`src/rtl/uart_tx_fifo_if.sv`:
```
// Write-side bus of the UART transmit FIFO: byte handshake plus occupancy/status flags.
interface uart_tx_fifo_if #(
  parameter int FIFO_DEPTH = 16
);
  logic                          wr_en;
  logic [7:0]                    wr_data;
  logic                          full;
  logic                          empty;
  logic                          overflow;
  logic [$clog2(FIFO_DEPTH):0]   count;

  modport master (output wr_en, wr_data, input full, empty, count, overflow);
  modport slave  (input wr_en, wr_data, output full, empty, count, overflow);
endinterface

```
`src/rtl/uart_tx_fifo.sv`:
```
// 8N1 UART transmitter fed by a power-of-two byte FIFO; back-to-back frames when data is queued.
//
// state | meaning
// IDLE  | line high, waiting for a queued byte
// START | start bit (low) for one bit period
// DATA  | 8 data bits, LSB first
// STOP  | stop bit (high); chains straight into START if more data is queued
module uart_tx_fifo #(
  parameter int CLKS_PER_BIT = 434,
  parameter int FIFO_DEPTH   = 16
) (
  input  logic          clk,
  input  logic          reset,
  uart_tx_fifo_if.slave bus,
  output logic          tx,
  output logic          is_transmitting
);
  localparam int AW = $clog2(FIFO_DEPTH);
  localparam int CW = AW + 1;
  localparam int BW = (CLKS_PER_BIT > 2) ? $clog2(CLKS_PER_BIT) : 1;

  typedef enum logic [1:0] {IDLE, START, DATA, STOP} state_t;

  logic [7:0]    mem [FIFO_DEPTH];
  logic [AW-1:0] wr_ptr, rd_ptr;
  logic [CW-1:0] count_q;
  logic          overflow_q;
  logic          full, empty, push, pop;

  state_t        state_q, state_d;
  logic [BW-1:0] baud_q, baud_d;
  logic [2:0]    bit_q, bit_d;
  logic [7:0]    shift_q, shift_d;
  logic          tx_d, baud_done;

  assign full  = (count_q == CW'(FIFO_DEPTH));
  assign empty = (count_q == '0);
  // Room is judged on the pre-edge full flag, so a same-cycle pop never frees space for a write.
  assign push  = bus.wr_en && !full;

  assign bus.full     = full;
  assign bus.empty    = empty;
  assign bus.count    = count_q;
  assign bus.overflow = overflow_q;

  always_ff @(posedge clk) begin
    if (push) mem[wr_ptr] <= bus.wr_data;
  end

  always_ff @(posedge clk) begin
    if (reset) begin
      wr_ptr     <= '0;
      rd_ptr     <= '0;
      count_q    <= '0;
      overflow_q <= 1'b0;
    end else begin
      if (push) wr_ptr <= wr_ptr + AW'(1);
      if (pop)  rd_ptr <= rd_ptr + AW'(1);
      unique case ({push, pop})
        2'b10:   count_q <= count_q + CW'(1);
        2'b01:   count_q <= count_q - CW'(1);
        default: count_q <= count_q;
      endcase
      if (bus.wr_en && full) overflow_q <= 1'b1;
    end
  end

  assign baud_done = (baud_q == BW'(CLKS_PER_BIT - 1));

  always_comb begin
    state_d = state_q;
    baud_d  = baud_q + BW'(1);
    bit_d   = bit_q;
    shift_d = shift_q;
    pop     = 1'b0;
    unique case (state_q)
      IDLE: begin
        baud_d = '0;
        bit_d  = '0;
        if (!empty) begin
          pop     = 1'b1;
          shift_d = mem[rd_ptr];
          state_d = START;
        end
      end
      START: begin
        if (baud_done) begin
          baud_d  = '0;
          state_d = DATA;
        end
      end
      DATA: begin
        if (baud_done) begin
          baud_d  = '0;
          shift_d = shift_q >> 1;
          bit_d   = bit_q + 3'd1;
          if (bit_q == 3'd7) state_d = STOP;
        end
      end
      STOP: begin
        if (baud_done) begin
          baud_d = '0;
          if (!empty) begin
            pop     = 1'b1;
            shift_d = mem[rd_ptr];
            state_d = START;
          end else begin
            state_d = IDLE;
          end
        end
      end
      default: state_d = IDLE;
    endcase

    // tx is registered, so it is derived from where the FSM is heading
    unique case (state_d)
      START:   tx_d = 1'b0;
      DATA:    tx_d = shift_d[0];
      default: tx_d = 1'b1;
    endcase
  end

  always_ff @(posedge clk) begin
    if (reset) begin
      state_q <= IDLE;
      baud_q  <= '0;
      bit_q   <= '0;
      shift_q <= '0;
      tx      <= 1'b1;
    end else begin
      state_q <= state_d;
      baud_q  <= baud_d;
      bit_q   <= bit_d;
      shift_q <= shift_d;
      tx      <= tx_d;
    end
  end

  assign is_transmitting = (state_q != IDLE);
endmodule

```
`src/flat_wrapper.sv`:
```
// flat-port wrapper written by rule: the top's interface ports become plain ports
module uart_tx_fifo_flat 
#(
  parameter int CLKS_PER_BIT = 434,
  parameter int FIFO_DEPTH   = 16
)
  (clk, reset, tx, is_transmitting, bus_wr_en, bus_wr_data, bus_full, bus_empty, bus_count, bus_overflow);
  uart_tx_fifo_if #(.FIFO_DEPTH(FIFO_DEPTH)) bus_i ();
  input  logic clk;
  input  logic reset;
  output logic tx;
  output logic is_transmitting;
  input wire logic [$bits(bus_i.wr_en)-1:0] bus_wr_en;
  input wire logic [$bits(bus_i.wr_data)-1:0] bus_wr_data;
  output wire logic [$bits(bus_i.full)-1:0] bus_full;
  output wire logic [$bits(bus_i.empty)-1:0] bus_empty;
  output wire logic [$bits(bus_i.count)-1:0] bus_count;
  output wire logic [$bits(bus_i.overflow)-1:0] bus_overflow;
  assign bus_i.wr_en = bus_wr_en;
  assign bus_i.wr_data = bus_wr_data;
  assign bus_full = bus_i.full;
  assign bus_empty = bus_i.empty;
  assign bus_count = bus_i.count;
  assign bus_overflow = bus_i.overflow;
  uart_tx_fifo #(.CLKS_PER_BIT(CLKS_PER_BIT), .FIFO_DEPTH(FIFO_DEPTH)) u_core (.clk(clk), .reset(reset), .bus(bus_i), .tx(tx), .is_transmitting(is_transmitting));
endmodule
```
`config.mk`:
```
export PLATFORM = sky130hd
export DESIGN_NAME = uart_tx_fifo_flat
export DESIGN_NICKNAME = d
export VERILOG_FILES = /design/src/rtl/uart_tx_fifo_if.sv /design/src/rtl/uart_tx_fifo.sv /design/src/flat_wrapper.sv
export SDC_FILE = /design/constraint.sdc
export NUM_CORES = 1
export LEC_CHECK = 0
export CELL_PAD_IN_SITES_DETAIL_PLACEMENT = 1
export CELL_PAD_IN_SITES_GLOBAL_PLACEMENT = 2
export CORE_ASPECT_RATIO = 0.6
export CORE_MARGIN = 2
export CORE_UTILIZATION = 50
export DETAILED_ROUTE_END_ITERATION = 10
export DONT_BUFFER_PORTS = 1
export HOLD_SLACK_MARGIN = 0.06
export MAX_ROUTING_LAYER = met4
export PLACE_DENSITY = 0.8
export SLEW_MARGIN = 10
export SYNTH_ARGS = -nofsm -noshare
export SYNTH_HDL_FRONTEND = slang
export SYNTH_SLANG_ARGS = --single-unit
```
`constraint.sdc`:
```
create_clock -name clk -period 10.05 [get_ports clk]
set_input_delay 2.01 -clock clk [delete_from_list [all_inputs] [get_ports clk]]
set_output_delay 2.01 -clock clk [all_outputs]
set_load 0.01 [all_outputs]
```
==> flow_metrics.tcl <==
set metrics [dict create \
    run_status "finished clean" \
    cp-end-kind "primary output" \
    syn-num-nets 500 \
    dieHeight_um 96.59 \
    drt_iter0_markers 382 \
    cts_resized 0 \
    yosysSeqAreaShare_pct 65.29 \
    first_global_vias 4138 \
    top_layer_used "met4" \
    cts_made_buffers 17 \
    worst_pin_slew_ns 1.075 \
    grt_pass1_wl_um 24090 \
    cts_hold_buf 0 \
    start_kind "flop" \
    antenna_left 0 \
    multi_input_area_um2 2351 \
    cts_tree "yes" \
    synth_flop_cell "edfxtp_1" \
    cts_sinks 169 \
    crit_type "reg2out" \
    dr_wl_met3_um 651 \
    synth_seq_cells 169 \
    wl_um 15480 \
    syn_area_um2 7144 \
    nNetsFinal 501 \
    finish.utilization_pct 57.27 \
    avgRoutedWirePerCell_um 22.86 \
    clock.fmax_mhz 252.4 \
    max_cap_violations 0 \
    synthToLayoutAreaGrowth_pct 10.54 \
    synth_edf_count 128 \
    io_pins 21 \
    fill_cells 1306 \
    drive_gt1_share_pct 16.91 \
    path_max_fanout 10 \
    ys_async_sr_fraction_pct 0 \
    antenna_found_initial 0 \
    setup_viol 0 \
    start_util_pct 51.81 \
    drc_errors 0 \
    clkTransAtPathRegs_ns 0.07 \
    skew_ns 0.01172 \
    grt_use_total_pct 22.83 \
    pwr_density_cell_nw_per_um2 245.4 \
    die_w_um 158.3 \
    cp.arrival_ns 1.95 \
    gp_congestion 0.8124 \
    gr-total-overflow 0 \
    p_leak_nw 2.566 \
    viasPerCell 6.010 \
    finalMaxSlewViolations 0 \
    htree_levels 4 \
    met1Wirelength_um 7949 \
    avgSynthCellArea_um2 15.17 \
    slew_headroom_pct 28.04 \
    diodes 0 \
    grt_max_degree 36 \
    rsz0062_at_grt "false" \
    synthCells 471 \
    setup_tns_ns 0 \
    clk_path_buf_depth 2 \
    fp.coreArea_um2 13790 \
    cp.required_ns 8.04 \
    first_pass_iters 5 \
    period_share_pct 39.43 \
    period_minus_slack_ns 3.963 \
    io_buffers 0 \
    dr_wl_met2_um 6657 \
    postCtsSetupBuffers 0 \
    root_buffer "clkbuf_16" \
    min_path_type "reg2reg" \
    hpwl_um 9969 \
    power_mw 1.938 \
    dieArea_um2 15290 \
    num_rows 33 \
    hold_viol 0 \
    clk_latency_ns 0.43 \
    synth_warnings 0 \
    regArea_um2 4666 \
    vdd_drop_max_mv 0.1068 \
    yosysUniqueCellTypes 60 \
    dr_total_vias 4069 \
]
==> final timing paths <==
path | from | endpoint | slack, ns | cells after the start
setup / recovery | u_core.bus.count[1]$_SDFFE_PP0P_ | bus_empty | 6.09 | 2
hold / removal | u_core.bit_q[0]$_SDFFE_PP0P_ | u_core.bit_q[0]$_SDFFE_PP0P_ | 0.47 | 2
setup reg to reg | u_core.baud_q[0]$_SDFF_PP0_ | u_core.bus.count[2]$_SDFFE_PP0P_ | 6.42 | 12
hold reg to reg | u_core.bit_q[0]$_SDFFE_PP0P_ | u_core.bit_q[0]$_SDFFE_PP0P_ | 0.47 | 2
==> per-stage QoR <==
step / setup WS, ns / std cells / hold slack (ns) / cell area, um2
after detailed placement: 5.693 / 645 / 0.4707 / 7313
after global placement: 5.766 / 645 / 0.4483 / 7313
after CTS: 6.071 / 677 / 0.4802 / 7883
final: 6.087 / 677 / 0.4725 / 7898
after floorplan: 5.925 / 471 / 0.4444 / 7144
after global routing: 5.912 / 677 / 0.4912 / 7898
==> placed cells by master, fill, tap and decap left out, drive strengths merged, types with 3 or more instances in the layout <==
master and count:
nor4b 4, nor4 4, dfxtp 41, clkbuf 18
inv 15, mux2 7, a22oi 6, a31oi 5
mux2i 12, nor3b 4, xor2 11, xnor2 5
a21oi 14, mux4 31, nor2b 3, nand2b 4
and3 3, edfxtp 128, nor2 58, ha 18
o21ai 8, nand4 6, nor3 7, nand3 10
buf 5, clkinvlp 3, clkinv 4, or3 3
nand2 9, o22ai 5
==> Yosys cell counts (all sizes together) (2+ instances only) <==
library cell  instances  area (um2)
ha                   18       225.2
nand2b                4       25.02
a2111oi               2       23.77
o21bai                2       15.01
edfxtp              128        3844
and3                  3       18.77
o22ai                 5       31.28
or3                   3       18.77
or4                   2       18.77
nor2                 58       220.2
a21oi                14       70.07
o211ai                2       15.01
mux2                  7       78.83
a21boi                2       15.02
or4b                  2       20.02
clkbuf               14       52.55
xor2                 11       96.34
a211o                 2       17.52
and2                  2       12.51
o21ai                 8       40.04
nand3b                2       15.01
nand3                10       50.05
nor4b                 4       50.05
inv                   9       33.78
mux4                 31       709.4
dfxtp                41       820.8
a32oi                 2       17.52
a31oi                 5       31.28
nor3                  7       35.03
nand4                 6       37.54
a22oi                 6       45.04
buf                   9       57.56
a31o                  2       17.52
xnor2                 5       43.79
nand2                 9       33.78
nor4                  4       25.02
nor3b                 4       30.03
nor2b                 3       18.77
mux2i                12       120.1
==> layer usage <==
metal,up-vias,GRT usage [%]
met2,92,32.28
met5,-,-
li1,1831,-
met1,2126,33.73
met4,0,6.456
met3,20,4.683
==> worst max-delay path, cell delays in order, from the launching register on <==
cell,delay [ns]
dfxtp_1,0.44
or4_4,0.61
nor2_2,0.46
==> layout make-up <==
class | instances | area share [%]
clock inverters | 14 | 1.774
inverters | 9 | 0.4278
multi-input cells | 270 | 29.77
flip-flops and latches | 169 | 59.08
clock buffers | 18 | 5.434
repair buffers | 5 | 0.4753
well taps | 192 | 3.042
==> logic make-up (layout without fill, tap and decap cells) <==
family                   after synthesis  in the layout  synth area share (%)
AO/OA/AOI/OAI                         60             60                 5.727
adder cells (fa/ha/maj)               18             18                 3.152
XOR/XNOR                              16             16                 1.961
buffers and inverters                 32             46                 2.014
flip-flops                           169            169                 65.29
AND/OR/NAND/NOR                      126            126                 9.142
multiplexers                          50             50                 12.71
==> flip-flops by register name, indices dropped and copies added (netlist names), named ones only <==
name and cells:
u_core.mem 128, u_core.baud_q 9, u_core.shift_q 8, u_core.bus.count 5, u_core.rd_ptr 4, u_core.wr_ptr 4, u_core.bit_q 3, u_core.state_q 2
u_core.bus.overflow 1, u_core.tx 1
==> power breakdown <==
| part | switching [mW] | leakage, nW | internal, mW |
|---|---|---|---|
| clock network | 0.287 | 0.271 | 0.348 |
| logic | 0.267 | 0.805 | 0.195 |
| registers | 0.0424 | 1.49 | 0.798 |
| total | 0.597 | 2.57 | 1.34 |
No activity file was read; power rests on OpenSTA's default activity.
